## config.mk

```make
export PLATFORM = sky130hd
export DESIGN_NAME = ab_seq_ctrl
export DESIGN_NICKNAME = d
export VERILOG_FILES = /design/src/rtl/ab_seq_ctrl.sv
export SDC_FILE = /design/constraint.sdc
export NUM_CORES = 1
export LEC_CHECK = 0
export CELL_PAD_IN_SITES_DETAIL_PLACEMENT = 1
export CELL_PAD_IN_SITES_GLOBAL_PLACEMENT = 1
export CORE_ASPECT_RATIO = 0.9
export CORE_MARGIN = 5
export CORE_UTILIZATION = 30
export DETAILED_ROUTE_END_ITERATION = 16
export PLACE_DENSITY = 0.82
export SLEW_MARGIN = 20
export SYNTH_ARGS = -nofsm -noshare
export SYNTH_HDL_FRONTEND = slang
export SYNTH_SLANG_ARGS = --single-unit
export TNS_END_PERCENT = 20
```

## constraint.sdc

```tcl
create_clock -name clk -period 1.4 [get_ports clk]
set_clock_uncertainty 0.15 [all_clocks]
set_input_delay 0.21 -clock clk [delete_from_list [all_inputs] [get_ports clk]]
set_output_delay 0.21 -clock clk [all_outputs]
set_load 0.03 [all_outputs]
```

## src/rtl/ab_seq_ctrl.sv

```systemverilog
// "a then b" sequence detector with qualified sampling, a one-cycle hit pulse,
// a saturating hit counter and an optional hit budget that freezes detection.
module ab_seq_ctrl #(
    parameter int unsigned CNT_W    = 8,
    parameter int unsigned MAX_HITS = 0
) (
    input  logic             clk,
    input  logic             rst_n,
    input  logic             valid_i,
    input  logic             a_i,
    input  logic             b_i,
    input  logic             clear_i,
    output logic [1:0]       state_o,
    output logic             hit_o,
    output logic [CNT_W-1:0] hit_count_o,
    output logic             done_o
);

    localparam logic             BUDGET_EN = (MAX_HITS != 0);
    localparam logic [CNT_W-1:0] CNT_MAX   = {CNT_W{1'b1}};
    localparam logic [CNT_W-1:0] CNT_LIMIT = CNT_W'(MAX_HITS);

    typedef enum logic [1:0] {
        ST_IDLE    = 2'b00,
        ST_GOT_A   = 2'b01,
        ST_DETECT  = 2'b10,
        ST_ILLEGAL = 2'b11
    } state_t;

    state_t           r_state;
    logic             r_hit;
    logic [CNT_W-1:0] r_count;
    logic             r_done;

    logic [1:0]       w_ns;
    logic             w_adv;
    logic             w_hit;
    logic [CNT_W-1:0] w_cnt_inc;
    logic             w_budget_reached;

    // Next-state bits: 2'b11 decodes like GOT_A on the b bit, so it exits safely.
    always_comb begin
        w_ns[0]          = a_i & (r_state == ST_IDLE);
        w_ns[1]          = b_i & r_state[0];
        w_adv            = valid_i & ~r_done;
        w_hit            = w_adv & (w_ns == 2'b10);
        w_cnt_inc        = (r_count == CNT_MAX) ? r_count : r_count + CNT_W'(1);
        w_budget_reached = BUDGET_EN & (w_cnt_inc == CNT_LIMIT);
    end

    // Clear overrides any sample taken on the same edge, including a completing hit.
    always_ff @(posedge clk or negedge rst_n) begin
        if (!rst_n) begin
            r_state <= ST_IDLE;
            r_hit   <= 1'b0;
            r_count <= '0;
            r_done  <= 1'b0;
        end else if (clear_i) begin
            r_state <= ST_IDLE;
            r_hit   <= 1'b0;
            r_count <= '0;
            r_done  <= 1'b0;
        end else begin
            r_hit <= w_hit;
            if (r_done) begin
                r_state <= ST_IDLE;
            end else if (valid_i) begin
                r_state <= state_t'(w_ns);
            end
            if (w_hit) begin
                r_count <= w_cnt_inc;
                if (w_budget_reached) begin
                    r_done <= 1'b1;
                end
            end
        end
    end

    assign state_o     = r_state;
    assign hit_o       = r_hit;
    assign hit_count_o = r_count;
    assign done_o      = r_done;

endmodule
```

; Word level (Yosys, flattened, before mapping)
; Index checks and enable logic that the tools add are counted.
[word_totals]
reg_bits = 11
wordCells = 20
in_bits = 6
out_inout_bits = 12
[op_classes]
n_mux = 6
bitwise = 3
n_eq_ne = 3
n_reduce_logical = 4
n_addsub = 1
[ops]
columns = cell, count
row1 = two-way mux 8 bit, 3
row2 = adder 8 x 1 -> 8 bit (second input constant), 1
row3 = == test 8 bit (second input constant), 1
row4 = two-way mux 2 bit, 2
row5 = nonzero test 2 bit, 2
row6 = bitwise AND 1 bit, 3
row7 = == test 2 bit (second input constant), 1
row8 = logical NOT 2 bit, 1
row9 = != test 2 bit (second input constant), 1
row10 = AND reduction 2 bit, 1
row11 = two-way mux 1 bit, 1

; Depth between registers and ports, before layout
; Gate-level depths: netlist of the first run.
[logic_depth]
depth_word = 6
mapped_depth = 4
ltp_nobuf = 4

; Worst setup path after synthesis of the first run
; OpenSTA, ideal clock, no wires.
[synth_path]
path_kind = reg2reg
start = register r_count[0] (netlist: hit_count_o[0])
end = register r_count[6] (netlist: hit_count_o[6])
path_stages_with_launch = 5
synth_period_minus_slack_ns = 1.765
path_slack_ns = -0.365
t_arrival_ns = 1.521
n_path_buf = 0
setup_time_ns = 0.094
required_time_ns = 1.156
path_cell_list = dfrtp_1 > ha_1 > nand3_1 > or3_1 > a211oi_1
[synth_via]
elab_chain_len = 4
word_cells_on_any_way = 7
classes_between = add/sub: 1 / eq/ne: 2 / mux: 3 / reduce/logical: 1
[synth_rtl]
columns = element, line
row1 = from (decl), 32  ; logic [CNT_W-1:0] r_count;
row2 = from (signal assigned), 71  ; r_count <= w_cnt_inc;
row3 = adder 8 x 1 -> 8 bit, 47  ; w_cnt_inc = (r_count == CNT_MAX) ? r_count : r_count + CNT_W'(1);
row4 = two-way mux 8 bit, 47
row5 = two-way mux 8 bit, 70  ; if (w_hit) begin
row6 = two-way mux 8 bit, 58  ; end else if (clear_i) begin
; Parallel ways exist; a longest one is shown, timed or not. The select of a mux whose other input is x is not followed.
; A chain may end at the register's enable or synchronous reset.

; Worst setup path after layout of the first run
[layout_path]
start = register r_count[1] (netlist: hit_count_o[1])
end = register r_count[0] (netlist: hit_count_o[0])
[layout_via]
elab_chain_len = 3
[layout_rtl]
columns = element, line
row1 = == test 8 bit, 47
row2 = != test 2 bit (no source line), n/a
row3 = AND reduction 2 bit (no source line), n/a
; No other way between the ends.

==> reports/qor.csv, run 1 <==
metric;value;unit
Final Hold Vio Count;0;
final-layout fill cell count;218;
core area;0.00193;mm2
largest net degree at the start of global routing;12;
Vias;625;
final wirelength;2050;um
DP HPWL;1510;um
Yosys reg bits;11;
number of max-cap violations;0;
number of vias per cell;5.21;
Placed Instances;115;
period utilization;104;%
DRT Pass-1 Iters;2;
Post-synth EDFFs;0;
ANT cells;0;
Combinational Power Share;11.1;%
CTS Buffer Depth;2;
clock network fraction of total power;37.1;%
dominant synthesized flop cell;dfrtp_1;
Final ANT Viol Nets;0;
Total Power;0.629;mW
worst hold slack;69.6;ps
initial antenna violation count;0;
NetSw;0.166;mW
switch share;26.4;%
DIE WIDTH;57.6;um
setup_tns;-89.0;ps
Port Buffers;16;
minimum clock period;1450;ps
hold_buf cts;0;
DP Area;907;um2
Design Area, Final;0.00100;mm2
outcome;finished, violations left;
unrepaired setup endpoints after global routing;yes;
Starting Density;31.7;%
Yosys Warn Count;0;
GPL Wtd Cong;0.744;
Setup-failing EPs final;3;
vias in the first global route;690;
Reg2Reg Depth;3;
die height;52.8;um
nets;103;
all-layer global routing usage;14.9;%
CTS clk-pin slew, worst paths;90;ps
average wire per standard cell;17.1;um
gate count of the mapped netlist;61;
CP Class;reg2reg;
first-pass GRT wire length;3360;um
H-tree depth;1;
TritonCTS clock tree;yes;
max-slew violation count;0;
pwr dens;628;mW/mm2
peak supply drop;0.263;mV
number of CTS-inserted buffers;3;
R2R Setup Slk;-50;ps
failing checks;setup timing;
worst r2r dst;hit_count_o[0];
total gr overflow;0;
P_leak;0.419;nW
Finished Layout Cells;120;
Worst setup EP type;flop;
Sequential Power Share;51.7;%
CP max FO;3;
area growth from synthesis to layout;63.6;%
Hold WC Path Type;in2async;
Async SR Flop Fraction;100;%
post-synth cell types;29;
die area;0.00304;mm2
Post-route DRC;0;
syn nets;68;
pre-CTS WS;-368;ps
num ports;18;
fmax;689;MHz
RR Startpoint;hit_count_o[1];
Skew-Pair Late Insertion Delay;280;ps
CTS root buf;clkbuf_4;
sequential area share after synthesis;45.0;%
clk sinks;11;
worst setup margin;-50.5;ps
Startpoint Class;flop;
synthesized area per cell;10.0;um2
layout cell share with drive strength beyond 1;54.7;%
Int Power;0.463;mW
DR iter-0 viols;1;
Arr. time, crit path;1450;ps
num rows;15;
Core Util, Final;51.8;%
critical path required time;1400;ps
Syn Std Cell Area;612;um2
metal layers:
metal / wire, um / vias to the layer above / GRT usage [%]
met4: 46 / 0 / 8.11
met3: 85 / 6 / 2.46
li1: - / 293 / -
met1: 907 / 308 / 17.4
met5: 0 / - / 0
met2: 1010 / 18 / 25.8
cells in the final DEF, fill, tap and decap left out, drive strengths merged, types with 2 or more instances in the layout:
cell	Yosys	layout
a211oi	3	3
a21oi	4	4
a41oi	2	2
and3	3	3
and4	2	2
buf	3	27
clkbuf	0	4
clkdlybuf4s50	0	4
dfrtp	11	11
dlygate4sd2	0	2
inv	2	2
nand2	3	3
nand2b	4	4
nand3	3	3
nor2	4	4
nor2b	2	2
nor3	2	2
nor4	2	2
cell usage after synthesis, drive strengths merged (2+ instances only):
| cell type | instances | area [um2] |
|---|---|---|
| dfrtp | 11 | 275 |
| a21oi | 4 | 20.0 |
| nand2b | 4 | 25.0 |
| nor2 | 4 | 15.0 |
| a211oi | 3 | 22.5 |
| and3 | 3 | 18.8 |
| buf | 3 | 20.0 |
| nand2 | 3 | 11.3 |
| nand3 | 3 | 27.5 |
| a41oi | 2 | 25.0 |
| and4 | 2 | 17.5 |
| inv | 2 | 7.51 |
| nor2b | 2 | 12.5 |
| nor3 | 2 | 10.0 |
| nor4 | 2 | 12.5 |
power by group through the flow:
stage | Combinational, mW | Clock, mW | Sequential (mW)
finish | 0.0700 | 0.234 | 0.325
global route | 0.0758 | 0.249 | 0.326
CTS | 0.0681 | 0.230 | 0.325
detailed placement | 0.0679 | 0 | 0.332
global placement | 0.0653 | 0 | 0.331
floorplan | 0.0233 | 0 | 0.338
worst max-delay path, stage by stage (launching register included):
cell     delay (ps)
dfrtp_2         440
ha_4            190
a41oi_4         240
mux2_4          320
registers in the layout, summed over array words and instances, names as in the netlist:
name	cells
hit_o	1
hit_count_o	8
state_o	2
layout make-up:
type,count,area [um2],share of cell area (%)
Clock buffer,4,26.3,2.63
Inverter,2,7.51,0.750
Multi-Input combinational cell,45,374,37.4
Sequential cell,11,287,28.6
Tap cell,25,31.3,3.13
Timing Repair Buffer,33,275,27.5
how the worst max path moves through the flow:
stage               slack [ps]      startpoint  depth (start not counted)              to
global route               -80  hit_count_o[1]                          3  hit_count_o[0]
floorplan                 -120  hit_count_o[1]                          3  hit_count_o[0]
CTS                        -50  hit_count_o[7]                          3  hit_count_o[0]
finish                     -50  hit_count_o[1]                          3  hit_count_o[0]
global placement          -320         valid_i                          4  hit_count_o[0]
detailed placement        -370         valid_i                          4  hit_count_o[6]
timing repair:
| item | CTS | global route |
|---|---|---|
| setup endpoints to repair | 7 | 9 |
| setup buffers | 0 | 1 |
| pin swaps | 2 | 1 |
| hold endpoints to repair | 0 | 0 |
| gates resized for setup | 6 | 11 |
cell families (layout without fill, tap and decap cells):
logic type | Yosys count | in the layout | share of synthesized area, %
buf+inv | 5 | 39 | 4.50
other cells | 1 | 1 | 0.613
compound gates | 14 | 14 | 17.6
mux | 2 | 2 | 3.48
simple gates | 27 | 27 | 26.8
flops | 11 | 11 | 45.0
fa+ha+maj | 1 | 1 | 2.04
No activity file was read; power rests on OpenSTA's default activity.
==> inputs of run 2 (changes only) <==
CORE_UTILIZATION = 33   (was 30)
PLACE_DENSITY = 0.85   (was 0.82)
TNS_END_PERCENT = default   (was 20)
clock period = 1.65 ns   (was 1.4 ns; I/O delays follow)
==> reports/qor.csv, run 2 (synthesis results as in run 1) <==
metric;value;unit;change
Final Hold Vio Count;0;;unchanged
CTS Buffer Depth;2;;unchanged
nets;93;;was 103
Stages on worst setup path;1;;was 3
TritonCTS clock tree;yes;;unchanged
Final ANT Viol Nets;0;;unchanged
Reg2Reg Depth;3;;unchanged
max incr delay on CP;470;ps;was 440 ps
Finished Layout Cells;109;;was 120
DR iter-0 viols;10;;was 1
CP cell instances;dlygate4sd2_1;;was ha_4 -> a41oi_4 -> mux2_4
most common cell after layout, fill and taps aside;dlygate4sd2_1;;was buf_4
num rows;14;;was 15
number of CTS-inserted buffers;3;;unchanged
core area;0.00172;mm2;was 0.00193 mm2
max_slew headroom;65.8;%;
pwr dens;610;mW/mm2;was 628 mW/mm2
worst setup margin;74.4;ps;was -50.5 ps
Post-route DRC;0;;unchanged
CTS root buf;clkbuf_4;;unchanged
Vias;572;;was 625
peak supply drop;0.390;mV;was 0.263 mV
fmax;635;MHz;
num ports;18;;unchanged
number of max-cap violations;0;;unchanged
layout cell share with drive strength beyond 1;17.6;%;was 54.7%
most frequent cells in the layout;11 x dlygate4sd2_1, 9 x dfrtp_1, 7 x buf_4;;was 23 x buf_4, 9 x dfrtp_2
pre-CTS WS;-156;ps;was -368 ps
area growth from synthesis to layout;40.9;%;was 63.6%
Largest register FFs;8;;unchanged
Crit. Startpoint;hit_count_o[4];;was hit_count_o[1]
clk sinks;11;;unchanged
worst-margin pin slew;512;ps;
Setup-failing EPs final;0;;was 3
period utilization;95.5;%;
critical-path cell with the highest stage delay;dfrtp_1;;was dfrtp_2
total gr overflow;0;;unchanged
CP bufs+invs;1;;was 0
worst hold slack;149;ps;was 69.6 ps
worst r2r dst;hit_count_o[0];;unchanged
CTS clk-pin slew, worst paths;70;ps;was 90 ps
final wirelength;1650;um;was 2050 um
all-layer global routing usage;14.0;%;was 14.9%
DRT Pass-1 Iters;4;;was 2
first-pass GRT wire length;2990;um;was 3360 um
Starting Density;35.6;%;was 31.7%
die height;50.9;um;was 52.8 um
minimum clock period;1580;ps;
GPL Wtd Cong;0.765;;was 0.744
Skew-Pair Late Insertion Delay;280;ps;about the same
ANT cells;0;;unchanged
critical path required time;1250;ps;was 1400 ps
P_leak;0.396;nW;was 0.419 nW
unrepaired setup endpoints after global routing;no;;was yes
H-tree depth;1;;unchanged
DP HPWL;1250;um;was 1510 um
Hold WC Path Type;in2async;;unchanged
final-layout fill cell count;220;;was 218
Placed Instances;105;;was 115
initial antenna violation count;0;;unchanged
RR Startpoint;hit_count_o[4];;was hit_count_o[1]
outcome;finished, final reports clean;;was finished, violations left
Largest delay share family, worst path;flip-flops;;unchanged
R2R Setup Slk;110;ps;was -50 ps
die area;0.00282;mm2;was 0.00304 mm2
CP max FO;7;;was 3
Port Buffers;16;;unchanged
vias in the first global route;600;;was 690
DIE WIDTH;55.4;um;was 57.6 um
hold_buf cts;0;;unchanged
max-slew violation count;0;;unchanged
number of vias per cell;5.25;;was 5.21
Startpoint Class;flop;;unchanged
Worst setup EP type;primary output;;was flop
largest net degree at the start of global routing;12;;unchanged
Setup crit end;hit_count_o[4];;was hit_count_o[0]
Core Util, Final;50.2;%;was 51.8%
Arr. time, crit path;1180;ps;was 1450 ps
average wire per standard cell;15.1;um;was 17.1 um
Total Power;0.526;mW;was 0.629 mW
CP Class;reg2out;;was reg2reg
[run 2: power by group]
part | switching (mW) | leakage, nW | total, mW | internal (mW)
logic | 0.0295 | 0.232 | 0.0521 | 0.0225
registers | 0.00356 | 0.150 | 0.276 | 0.272
clock network | 0.104 | 0.0150 | 0.198 | 0.0941
[run 2: final cells by class]
class	count	area [um2]	share of cell area, %
inverter	2	7.51	0.871
tap	24	30.0	3.48
timing repair buffer	23	199	23.1
sequential	11	278	32.2
clock buffer	4	26.3	3.05
multi-input combinational	45	322	37.3
[run 2: worst min path at each step]
stage | end | slack [ps] | cells past startpoint
after floorplan | hit_count_o[0] | -200 | 0
after global placement | hit_count_o[6] | 420 | 2
after detailed placement | hit_count_o[6] | 450 | 2
after CTS | hit_count_o[7] | 160 | 1
after global routing | hit_count_o[3] | 180 | 1
final | hit_count_o[7] | 150 | 1
[run 2: per-layer routing]
| layer | wire length (um) | GRT usage [%] | vias up |
|---|---|---|---|
| met5 | 0 | 0 | - |
| met4 | 26 | 6.07 | 0 |
| met3 | 99 | 6.30 | 3 |
| met2 | 762 | 22.4 | 14 |
| met1 | 761 | 16.4 | 281 |
| li1 | - | - | 274 |
[run 2: per-stage QoR]
step / TNS [ps] / area (um2)
after floorplan: 0 / 617
after global placement: -388 / 840
after detailed placement: -584 / 840
after CTS: 0 / 852
after global routing: 0 / 862
final: 0 / 862
[run 2: what timing repair did]
item                                   in CTS  in global routing
setup endpoints to repair                  11                  1
resized for setup                          11                  1
endpoints found under the hold margin       0                  0
setup buffers                               0                  0
==> inputs of run 3 (changes only) <==
CTS_CLUSTER_SIZE = 25   (was default)
SLEW_MARGIN = default   (was 20)
==> results of run 3 <==
The final DEF is identical to that of run 2; final timing and power are the same.
